==> src/rtl/risc16_mc_control.sv <==
// rtl/risc16_mc_control.sv - multi-cycle control sequencer for the RiSC-16 datapath (optional RISC16_PERF_EN adds perf counters)
module risc16_mc_control #(
  parameter int MEM_TIMEOUT = 16,
  parameter int TCNT_W      = 8
) (
  input  logic        clk,
  input  logic        rst,
  input  logic        start,
  input  logic [15:0] instr,
  input  logic        alu_zero,
  input  logic        mem_ack,
  output logic        mem_req,
  output logic        mem_we,
  output logic        mem_addr_sel,
  output logic        ir_load,
  output logic        pc_load,
  output logic [1:0]  pc_src,
  output logic        reg_we,
  output logic [1:0]  reg_wsel,
  output logic [3:0]  alu_op,
  output logic        alu_src,
  output logic        imm_sel,
  output logic        busy,
  output logic        retire,
  output logic        halted,
  output logic        fault
`ifdef RISC16_PERF_EN
  ,
  output logic [31:0] retired_cnt,
  output logic [31:0] stall_cnt
`endif
);

  typedef enum logic [2:0] {IDLE, FETCH, DECODE, EXEC, MEM, WB, HALT, FAULT} state_t;

  localparam bit                TO_EN  = (MEM_TIMEOUT != 0);
  localparam logic [TCNT_W-1:0] TLIMIT = TCNT_W'(MEM_TIMEOUT - 1);

  state_t            state, state_nx;
  logic [TCNT_W-1:0] tcnt, tcnt_nx;
  logic [2:0]        opcode;
  logic              dest_r0;
  logic              jalr_halt;
  logic              wait_mem;
  logic              timeout_hit;
  logic              reg_we_raw;
  logic [3:0]        alu_op_dec;
  logic              alu_src_dec;
  logic              imm_sel_dec;
  logic              unused_bits;

  assign opcode      = instr[15:13];
  assign dest_r0     = (instr[12:10] == 3'b000);
  assign jalr_halt   = |instr[6:0];
  assign unused_bits = ^instr[9:7];

  // A request is outstanding in FETCH/MEM until acked; derived from state to avoid a comb loop
  assign wait_mem    = ((state == FETCH) || (state == MEM)) && !mem_ack;
  // The cycle whose unacked count would reach MEM_TIMEOUT is the last one allowed
  assign timeout_hit = TO_EN && wait_mem && (tcnt == TLIMIT);
  assign tcnt_nx     = wait_mem ? tcnt + TCNT_W'(1) : '0;

  assign busy   = !((state == IDLE) || (state == HALT) || (state == FAULT));
  assign halted = (state == HALT);
  assign fault  = (state == FAULT);
  // Writes to r0 are suppressed here so every write path shares one guard
  assign reg_we = reg_we_raw && !dest_r0;

  // ALU controls per opcode; EXEC drives them and MEM/WB hold them
  always_comb begin
    alu_op_dec  = 4'b0000;
    alu_src_dec = 1'b0;
    imm_sel_dec = 1'b0;
    case (opcode)
      3'b000: alu_op_dec = 4'b0001;
      3'b001: begin alu_op_dec = 4'b0001; alu_src_dec = 1'b1; end
      3'b010: alu_op_dec = 4'b0010;
      3'b011: begin alu_op_dec = 4'b0011; alu_src_dec = 1'b1; imm_sel_dec = 1'b1; end
      3'b100, 3'b101: begin alu_op_dec = 4'b0000; alu_src_dec = 1'b1; end
      3'b110: alu_op_dec = 4'b0100;
      default: alu_op_dec = 4'b0000;
    endcase
  end

  // Next-state and strobe decode
  always_comb begin
    state_nx     = state;
    mem_req      = 1'b0;
    mem_we       = 1'b0;
    mem_addr_sel = 1'b0;
    ir_load      = 1'b0;
    pc_load      = 1'b0;
    pc_src       = 2'b00;
    reg_we_raw   = 1'b0;
    reg_wsel     = 2'b00;
    alu_op       = 4'b0000;
    alu_src      = 1'b0;
    imm_sel      = 1'b0;
    retire       = 1'b0;
    case (state)
      IDLE: if (start) state_nx = FETCH;
      FETCH: begin
        mem_req = 1'b1;
        if (mem_ack) begin
          ir_load  = 1'b1;
          state_nx = DECODE;
        end else if (timeout_hit) begin
          state_nx = FAULT;
        end
      end
      DECODE: state_nx = EXEC;
      EXEC: begin
        alu_op  = alu_op_dec;
        alu_src = alu_src_dec;
        imm_sel = imm_sel_dec;
        case (opcode)
          3'b100, 3'b101: state_nx = MEM;
          3'b110: begin
            pc_load  = 1'b1;
            pc_src   = alu_zero ? 2'b01 : 2'b00;
            retire   = 1'b1;
            state_nx = FETCH;
          end
          3'b111: begin
            if (jalr_halt) begin
              state_nx = HALT;
            end else begin
              reg_we_raw = 1'b1;
              reg_wsel   = 2'b10;
              pc_load    = 1'b1;
              pc_src     = 2'b10;
              retire     = 1'b1;
              state_nx   = FETCH;
            end
          end
          default: state_nx = WB;
        endcase
      end
      MEM: begin
        alu_op       = alu_op_dec;
        alu_src      = alu_src_dec;
        imm_sel      = imm_sel_dec;
        mem_req      = 1'b1;
        mem_addr_sel = 1'b1;
        mem_we       = (opcode == 3'b100);
        if (mem_ack) begin
          pc_load = 1'b1;
          retire  = 1'b1;
          if (opcode == 3'b101) begin
            reg_we_raw = 1'b1;
            reg_wsel   = 2'b01;
          end
          state_nx = FETCH;
        end else if (timeout_hit) begin
          state_nx = FAULT;
        end
      end
      WB: begin
        alu_op     = alu_op_dec;
        alu_src    = alu_src_dec;
        imm_sel    = imm_sel_dec;
        reg_we_raw = 1'b1;
        pc_load    = 1'b1;
        retire     = 1'b1;
        state_nx   = FETCH;
      end
      HALT, FAULT: state_nx = state;
      default: state_nx = IDLE;
    endcase
  end

  // State and timeout counter registers
  always_ff @(posedge clk or posedge rst) begin
    if (rst) begin
      state <= IDLE;
      tcnt  <= '0;
    end else begin
      state <= state_nx;
      tcnt  <= tcnt_nx;
    end
  end

`ifdef RISC16_PERF_EN
  // Free-running retire and memory-stall counters, wrapping at 2^32
  always_ff @(posedge clk or posedge rst) begin
    if (rst) begin
      retired_cnt <= '0;
      stall_cnt   <= '0;
    end else begin
      if (retire)   retired_cnt <= retired_cnt + 32'd1;
      if (wait_mem) stall_cnt   <= stall_cnt + 32'd1;
    end
  end
`endif

endmodule

==> config.mk <==
export PLATFORM = sky130hd
export DESIGN_NAME = risc16_mc_control
export DESIGN_NICKNAME = d
export VERILOG_FILES = /design/src/rtl/risc16_mc_control.sv
export SDC_FILE = /design/constraint.sdc
export NUM_CORES = 1
export LEC_CHECK = 0
export ABC_AREA = 1
export CAP_MARGIN = 20
export CORE_MARGIN = 10
export CORE_UTILIZATION = 43
export DETAILED_ROUTE_END_ITERATION = 8
export GPL_TIMING_DRIVEN = 0
export PLACE_DENSITY = 0.9
export SKIP_CTS_REPAIR_TIMING = 1
export SYNTH_ARGS = -nofsm -noshare
export SYNTH_HDL_FRONTEND = slang
export SYNTH_SLANG_ARGS = --single-unit
==> constraint.sdc <==
create_clock -name clk -period 4.4 [get_ports clk]
set_clock_uncertainty 0.2 [all_clocks]
set_input_delay 0.88 -clock clk [delete_from_list [all_inputs] [get_ports clk]]
set_output_delay 0.88 -clock clk [all_outputs]
set_load 0.01 [all_outputs]
==> results of run 1 <==
how the worst max path moves through the flow:
stage | slack, ns | cells past startpoint | to | start
6_report | 0.61 | 9 | retire | instr[15]
5_1_grt | 0.48 | 9 | retire | instr[15]
4_1_cts | 0.60 | 9 | retire | instr[15]
3_5_place_dp | 0.61 | 9 | retire | instr[15]
3_3_place_gp | 0.63 | 9 | retire | instr[15]
2_1_floorplan | 1.75 | 6 | retire | instr[0]
layer usage:
| metal | share of wire | up-vias | track usage | routed length [um] |
|---|---|---|---|---|
| li1 | - | 490 | - | - |
| met1 | 0.40 | 438 | 0.114 | 930 |
| met2 | 0.49 | 34 | 0.206 | 1140 |
| met3 | 0.11 | 2 | 0.0619 | 247 |
| met4 | 0.0069 | 0 | 0.0401 | 16 |
| met5 | 0 | - | 0 | 0 |
power groups by stage:
stage | combinational, W | sequential (W) | clock (W)
6_report | 0.0000258 | 0.000101 | 0.0000692
5_1_grt | 0.0000281 | 0.000101 | 0.0000750
4_1_cts | 0.0000260 | 0.000101 | 0.0000709
2_1_floorplan | 0.00000783 | 0.000103 | 0
3_3_place_gp | 0.0000249 | 0.000103 | 0
3_5_place_dp | 0.0000260 | 0.000103 | 0
stage by stage:
stage	hold WS (ns)	area (um^2)	setup WS (ns)	total power (W)
floorplan	0.231	862	1.75	0.000111
global placement	0.243	1260	0.634	0.000128
detailed placement	0.260	1260	0.606	0.000129
CTS	0.269	1280	0.595	0.000198
global route	0.300	1280	0.475	0.000204
finish	0.266	1280	0.612	0.000196
flip-flops by register name (all words and copies together) (netlist names):
register,cells
tcnt,8
state,3
kinds of logic (layout without fill, tap and decap cells):
logic type | count (synthesis) | count (layout) | share of synthesized area
and+or+nand+nor | 72 | 72 | 0.411
buffers and inverters | 25 | 65 | 0.126
AOI/OAI and AO/OA | 17 | 17 | 0.125
DFF | 11 | 11 | 0.319
adders and majority gates | 1 | 1 | 0.0145
other | 1 | 1 | 0.00435
cells in the final DEF (no fill, tap or decap), types with 2 or more instances in the layout:
cell,Yosys,final
inv_1,15,15
dfrtp_1,11,11
inv_2,7,7
buf_4,2,2
nor2_1,20,20
nand2_1,20,20
clkbuf_4,0,3
o21ai_0,3,3
nor3_1,7,7
nand2_2,3,3
and2_1,2,2
clkdlybuf4s50_1,0,36
nand3_1,13,13
a21oi_1,6,6
o21ai_1,4,4
a211oi_2,2,2
layout make-up:
class | instances | share of cell area
Multi-Input combinational cell | 91 | 0.373
Buffer | 3 | 0.0205
Sequential cell | 11 | 0.215
Inverter | 22 | 0.0644
Timing Repair Buffer | 36 | 0.281
Tap cell | 27 | 0.0263
Clock buffer | 4 | 0.0205
critical path: stages:
cell and delay, ns:
clkdlybuf4s50_1 0.57, nand2_1 0.11, nor2_2 0.14, nand3_1 0.11, nand2_1 0.07, nand2_1 0.07
nand3_1 0.11, buf_4 0.11, clkdlybuf4s50_1 0.52
==> impl_metrics.xml, run 1 <==
<?xml version="1.0" encoding="UTF-8"?>
<metrics>
  <group name="finish">
    <metric name="post_layout_nonfiller_instances" unit="">194</metric>
    <metric name="fillerInstances" unit="">167</metric>
    <metric name="num_antenna_cells" unit="">0</metric>
    <metric name="finalCoreUtilization" unit="">0.660</metric>
    <metric name="area_delta_synth_final" unit="%">48.8</metric>
    <metric name="num-nets-final" unit="">190</metric>
    <metric name="seq_area" unit="um^2">275</metric>
    <metric name="multi_input_area" unit="um^2">478</metric>
    <metric name="drive_gt1_frac" unit="">0.144</metric>
  </group>
  <group name="power_and_ir_drop">
    <metric name="share_clk_of_total_power" unit="">0.353</metric>
    <metric name="cellLeakagePower" unit="nW">0.583</metric>
    <metric name="power.combinational.fraction" unit="">0.132</metric>
    <metric name="power.net_switching" unit="W">0.0000444</metric>
    <metric name="power_per_cell_area" unit="nW/um^2">153</metric>
    <metric name="max_rail_drop_vdd" unit="V">0.0000938</metric>
    <metric name="power.switching_fraction" unit="">0.227</metric>
    <metric name="power.sequential.fraction" unit="">0.516</metric>
    <metric name="p_int" unit="W">0.000152</metric>
  </group>
  <group name="global_routing">
    <metric name="grt_util_all_layers" unit="">0.116</metric>
    <metric name="grt_pass1_vias" unit="">988</metric>
    <metric name="pin_count_of_the_biggest_net_entering_global_routing" unit="">12</metric>
    <metric name="antenna_found_initial" unit="">0</metric>
    <metric name="grt_first_pass_wirelength" unit="mm">4.09</metric>
    <metric name="global_route.overflow_total" unit="">0</metric>
  </group>
  <group name="drt">
    <metric name="num_vias" unit="">964</metric>
    <metric name="wl_cell" unit="um">12.0</metric>
    <metric name="drc" unit="">0</metric>
    <metric name="dr.pass1.iters" unit="">4</metric>
    <metric name="detail_route.wirelength" unit="mm">2.33</metric>
    <metric name="dr.first_iter.drc_count" unit="">32</metric>
    <metric name="final_antenna_net_count" unit="">0</metric>
    <metric name="vias_per_cell" unit="">4.97</metric>
  </group>
  <group name="die">
    <metric name="floorplan.die_area" unit="um^2">4200</metric>
    <metric name="floorplan.die.width" unit="um">64.8</metric>
    <metric name="number_of_i_o_pins" unit="">41</metric>
    <metric name="placeableCoreArea" unit="um^2">1940</metric>
    <metric name="die_h" unit="um">64.8</metric>
    <metric name="initial_core_util" unit="">0.444</metric>
    <metric name="placement_row_count" unit="">16</metric>
  </group>
  <group name="min_path">
    <metric name="timing.hold.worst_endpoint" unit="">tcnt[0]</metric>
    <metric name="holdPathStages" unit="">1</metric>
    <metric name="hold_path.class" unit="">reg2reg</metric>
    <metric name="timing.hold.worst.start" unit="">tcnt[0]</metric>
  </group>
  <group name="synthesis">
    <metric name="dominantRegCellSynth" unit="">dfrtp_1</metric>
    <metric name="seq_area_frac_synth" unit="">0.319</metric>
    <metric name="synth_area_per_cell" unit="um^2">6.79</metric>
    <metric name="post_synth_instance_area" unit="um^2">862</metric>
    <metric name="synth_top_area_cell" unit="">dfrtp_1</metric>
    <metric name="netlist-cell-type-count" unit="">26</metric>
    <metric name="synth.yosys.warnings" unit="">0</metric>
    <metric name="commonest_cells_in_the_netlist" unit="">nand2_1, nor2_1, inv_1</metric>
    <metric name="synth_cells" unit="">127</metric>
    <metric name="postSynthRegisterBits" unit="">11</metric>
    <metric name="synthesis.nets" unit="">149</metric>
    <metric name="synth_enable_flop_cells" unit="">0</metric>
    <metric name="yosys.area.top_type_share" unit="">0.319</metric>
    <metric name="synth_async_sr_flop_share" unit="">1.00</metric>
    <metric name="ys_top_cells_by_area" unit="">dfrtp_1, nand2_1, nor2_1</metric>
  </group>
  <group name="clock_network">
    <metric name="htree_levels" unit="">1</metric>
    <metric name="ctsLongestPathBuffers" unit="">2</metric>
    <metric name="clock_insertion_delay_worst_skew" unit="ns">0.27</metric>
    <metric name="cts_buffers" unit="">3</metric>
    <metric name="clock_sink_count" unit="">11</metric>
    <metric name="path_clk_slew" unit="ns">0.06</metric>
    <metric name="cts_tree" unit="">yes</metric>
    <metric name="ctsRootBufferMaster" unit="">clkbuf_4</metric>
  </group>
  <group name="timing">
    <metric name="tns" unit="ns">0</metric>
    <metric name="setup_viol" unit="">0</metric>
    <metric name="final-hold-violation-count" unit="">0</metric>
    <metric name="unrepaired_setup_endpoints_after_global_routing" unit="">false</metric>
    <metric name="slew_violations" unit="">0</metric>
    <metric name="final_period_minus_worst_setup_slack" unit="ns">3.79</metric>
    <metric name="period_share" unit="">0.861</metric>
    <metric name="fmax" unit="MHz">264</metric>
  </group>
  <group name="setup_path">
    <metric name="worstSetupEndpointType" unit="">output pin</metric>
    <metric name="timing.reg2reg.setup_slack" unit="ns">2.83</metric>
    <metric name="worst-setup-path-type" unit="">in2out</metric>
    <metric name="regToRegEndpoint" unit="">state[0]</metric>
    <metric name="cp_data_required_time" unit="ns">3.32</metric>
    <metric name="rr_startpoint" unit="">tcnt[0]</metric>
    <metric name="cp-start-kind" unit="">input port</metric>
    <metric name="crit_fanout" unit="">5</metric>
    <metric name="worstRegToRegCells" unit="">9</metric>
    <metric name="critical_path_arrival" unit="ns">2.71</metric>
  </group>
  <group name="placed_design">
    <metric name="dp_hpwl" unit="mm">2.00</metric>
    <metric name="globalplace.congestion" unit="">0.880</metric>
    <metric name="place_inst" unit="">190</metric>
    <metric name="buffer_ports.inserted" unit="">36</metric>
  </group>
  <group name="job">
    <metric name="maxCapViolCount" unit="">0</metric>
  </group>
  <group name="run_status">
    <metric name="status" unit="">finished clean</metric>
  </group>
</metrics>
No activity file was read; power rests on OpenSTA's default activity.
==> run 2, diff against run 1 <==
Settings changed: CORE_ASPECT_RATIO set to 2, CORE_UTILIZATION 43 to 30, PLACE_DENSITY 0.9 to 0.68.
==> run 2 against run 1 <==
Compared with the run above: final cell count grew 1.0%; design area grew 1.7%; setup slack lost 0.036 ns; die area grew 32%; sequential power is essentially flat; highest routed layer unchanged.
==> impl_metrics.xml, run 2 (same netlist as run 1, synthesis figures left out) <==
<?xml version="1.0" encoding="UTF-8"?>
<metrics>
  <group name="run_status">
    <metric name="status" unit="">finished clean</metric>
  </group>
  <group name="finish">
    <metric name="area_delta_synth_final" unit="%">51.2</metric>
    <metric name="design_area" unit="um^2">1300</metric>
    <metric name="leading_cell_type_in_the_layout_fill_and_taps_excluded" unit="">clkdlybuf4s50_1</metric>
    <metric name="post_layout_nonfiller_instances" unit="">196</metric>
    <metric name="layout_top_registers" unit="">tcnt (8), state (3)</metric>
    <metric name="num_antenna_cells" unit="">0</metric>
    <metric name="num-nets-final" unit="">190</metric>
    <metric name="layout_common_cells" unit="">clkdlybuf4s50_1, nand2_1, nor2_1, inv_1, nand3_1</metric>
    <metric name="finalCoreUtilization" unit="">0.471</metric>
    <metric name="largest_reg_flops" unit="">8</metric>
    <metric name="drive_gt1_frac" unit="">0.144</metric>
    <metric name="top_register" unit="">tcnt</metric>
  </group>
  <group name="global_routing">
    <metric name="pin_count_of_the_biggest_net_entering_global_routing" unit="">12</metric>
    <metric name="met3_usage" unit="">0.0580</metric>
    <metric name="grt_pass1_vias" unit="">1074</metric>
    <metric name="grt_util_met2" unit="">0.192</metric>
    <metric name="antenna_found_initial" unit="">0</metric>
    <metric name="grt.met1_usage" unit="">0.0773</metric>
    <metric name="grt_most_used_layer" unit="">met2</metric>
    <metric name="grt_util_all_layers" unit="">0.101</metric>
    <metric name="global_route.overflow_total" unit="">0</metric>
    <metric name="grt_first_pass_wirelength" unit="mm">4.57</metric>
  </group>
  <group name="setup_path">
    <metric name="rr_startpoint" unit="">tcnt[0]</metric>
    <metric name="worst-setup-path-type" unit="">in2out</metric>
    <metric name="worstRegToRegCells" unit="">9</metric>
    <metric name="worstSetupEndpointType" unit="">output pin</metric>
    <metric name="cp_data_required_time" unit="ns">3.32</metric>
    <metric name="crit_fanout" unit="">5</metric>
    <metric name="regToRegEndpoint" unit="">state[0]</metric>
    <metric name="timing.reg2reg.setup_slack" unit="ns">2.83</metric>
    <metric name="cp-start-kind" unit="">input port</metric>
    <metric name="critical_path_arrival" unit="ns">2.74</metric>
  </group>
  <group name="placed_design">
    <metric name="buffer_ports.inserted" unit="">36</metric>
    <metric name="place_worst_setup_slack" unit="ns">0.586</metric>
    <metric name="place_inst" unit="">192</metric>
    <metric name="globalplace.congestion" unit="">0.895</metric>
    <metric name="placed_cell_area" unit="um^2">1260</metric>
    <metric name="dp_hpwl" unit="mm">2.22</metric>
  </group>
  <group name="power_and_ir_drop">
    <metric name="max_rail_drop_vdd" unit="V">0.0000847</metric>
    <metric name="cellLeakagePower" unit="nW">0.591</metric>
    <metric name="power_per_cell_area" unit="nW/um^2">174</metric>
  </group>
  <group name="drt">
    <metric name="num_vias" unit="">979</metric>
    <metric name="final_antenna_net_count" unit="">0</metric>
    <metric name="dr.first_iter.drc_count" unit="">18</metric>
    <metric name="dr.pass1.iters" unit="">4</metric>
    <metric name="wl_cell" unit="um">13.6</metric>
    <metric name="vias_per_cell" unit="">4.99</metric>
    <metric name="detail_route.wirelength" unit="mm">2.66</metric>
    <metric name="drc" unit="">0</metric>
  </group>
  <group name="job">
    <metric name="maxCapViolCount" unit="">0</metric>
  </group>
  <group name="min_path">
    <metric name="timing.hold.worst_endpoint" unit="">tcnt[0]</metric>
    <metric name="holdPathStages" unit="">1</metric>
    <metric name="timing.hold.worst.start" unit="">tcnt[0]</metric>
    <metric name="hold_path.class" unit="">reg2reg</metric>
  </group>
  <group name="timing">
    <metric name="unrepaired_setup_endpoints_after_global_routing" unit="">false</metric>
    <metric name="slew_violations" unit="">0</metric>
    <metric name="final_critical_path_setup_slack" unit="ns">0.576</metric>
    <metric name="final-hold-violation-count" unit="">0</metric>
    <metric name="fmax" unit="MHz">262</metric>
    <metric name="period_share" unit="">0.869</metric>
    <metric name="final_period_minus_worst_setup_slack" unit="ns">3.82</metric>
    <metric name="setup_viol" unit="">0</metric>
    <metric name="tns" unit="ns">0</metric>
  </group>
  <group name="clock_network">
    <metric name="cts_buffers" unit="">3</metric>
    <metric name="clock_sink_count" unit="">11</metric>
    <metric name="path_clk_slew" unit="ns">0.05</metric>
    <metric name="ctsLongestPathBuffers" unit="">2</metric>
    <metric name="clock_insertion_delay_worst_skew" unit="ns">0.23</metric>
    <metric name="ctsRootBufferMaster" unit="">clkbuf_8</metric>
    <metric name="cts_tree" unit="">yes</metric>
    <metric name="htree_levels" unit="">1</metric>
  </group>
  <group name="die">
    <metric name="floorplan.die.width" unit="um">57.9</metric>
    <metric name="placement_row_count" unit="">27</metric>
    <metric name="initial_core_util" unit="">0.311</metric>
    <metric name="die_h" unit="um">95.8</metric>
    <metric name="floorplan.die_area" unit="um^2">5550</metric>
    <metric name="number_of_i_o_pins" unit="">41</metric>
    <metric name="placeableCoreArea" unit="um^2">2770</metric>
  </group>
</metrics>
run 2: changes by cell type in the layout (fill, tap and decap cells not counted):
cell | previous run | this run
clkbuf_8 | 0 | 3
clkbuf_4 | 3 | 0
run 2: per-layer routing:
metal | part of all wire | routed length (um)
met1 | 0.32 | 849
met2 | 0.54 | 1430
met3 | 0.13 | 336
met4 | 0.016 | 42
met5 | 0 | 0
run 2: how the worst max path moves through the flow:
stage / from / to
floorplan: instr[0] / retire
global placement: instr[15] / retire
CTS: instr[15] / retire
finish: instr[15] / retire
detailed placement: instr[15] / retire
global route: instr[15] / retire
run 2: critical path, cell delays in order:
cell and delay (ns):
clkdlybuf4s50_1 0.57, nand2_1 0.11, nor2_2 0.14, nand3_1 0.11
nand2_1 0.08, nand2_1 0.10, nand3_1 0.11, buf_4 0.11
clkdlybuf4s50_1 0.53
run 2: layout make-up:
class	count	area, um^2
Clock buffer	4	45.0
Buffer	3	26.3
Multi-Input combinational cell	91	478
Timing Repair Buffer	36	360
Tap cell	29	36.3
Sequential cell	11	275
Fill cell	290	1470
Inverter	22	82.6
run 2: where the power goes:
part / switching (W) / total, W / internal [W]
Combinational: 0.0000101 / 0.0000255 / 0.0000154
Clock: 0.0000360 / 0.0000994 / 0.0000635
Sequential: 0 / 0.000101 / 0.000101
Total: 0.0000461 / 0.000226 / 0.000180
run 2: stage by stage:
step	total power, W	hold WS, ns
floorplan	0.000111	0.231
global placement	0.000128	0.246
detailed placement	0.000129	0.259
CTS	0.000229	0.266
global route	0.000236	0.288
finish	0.000226	0.268
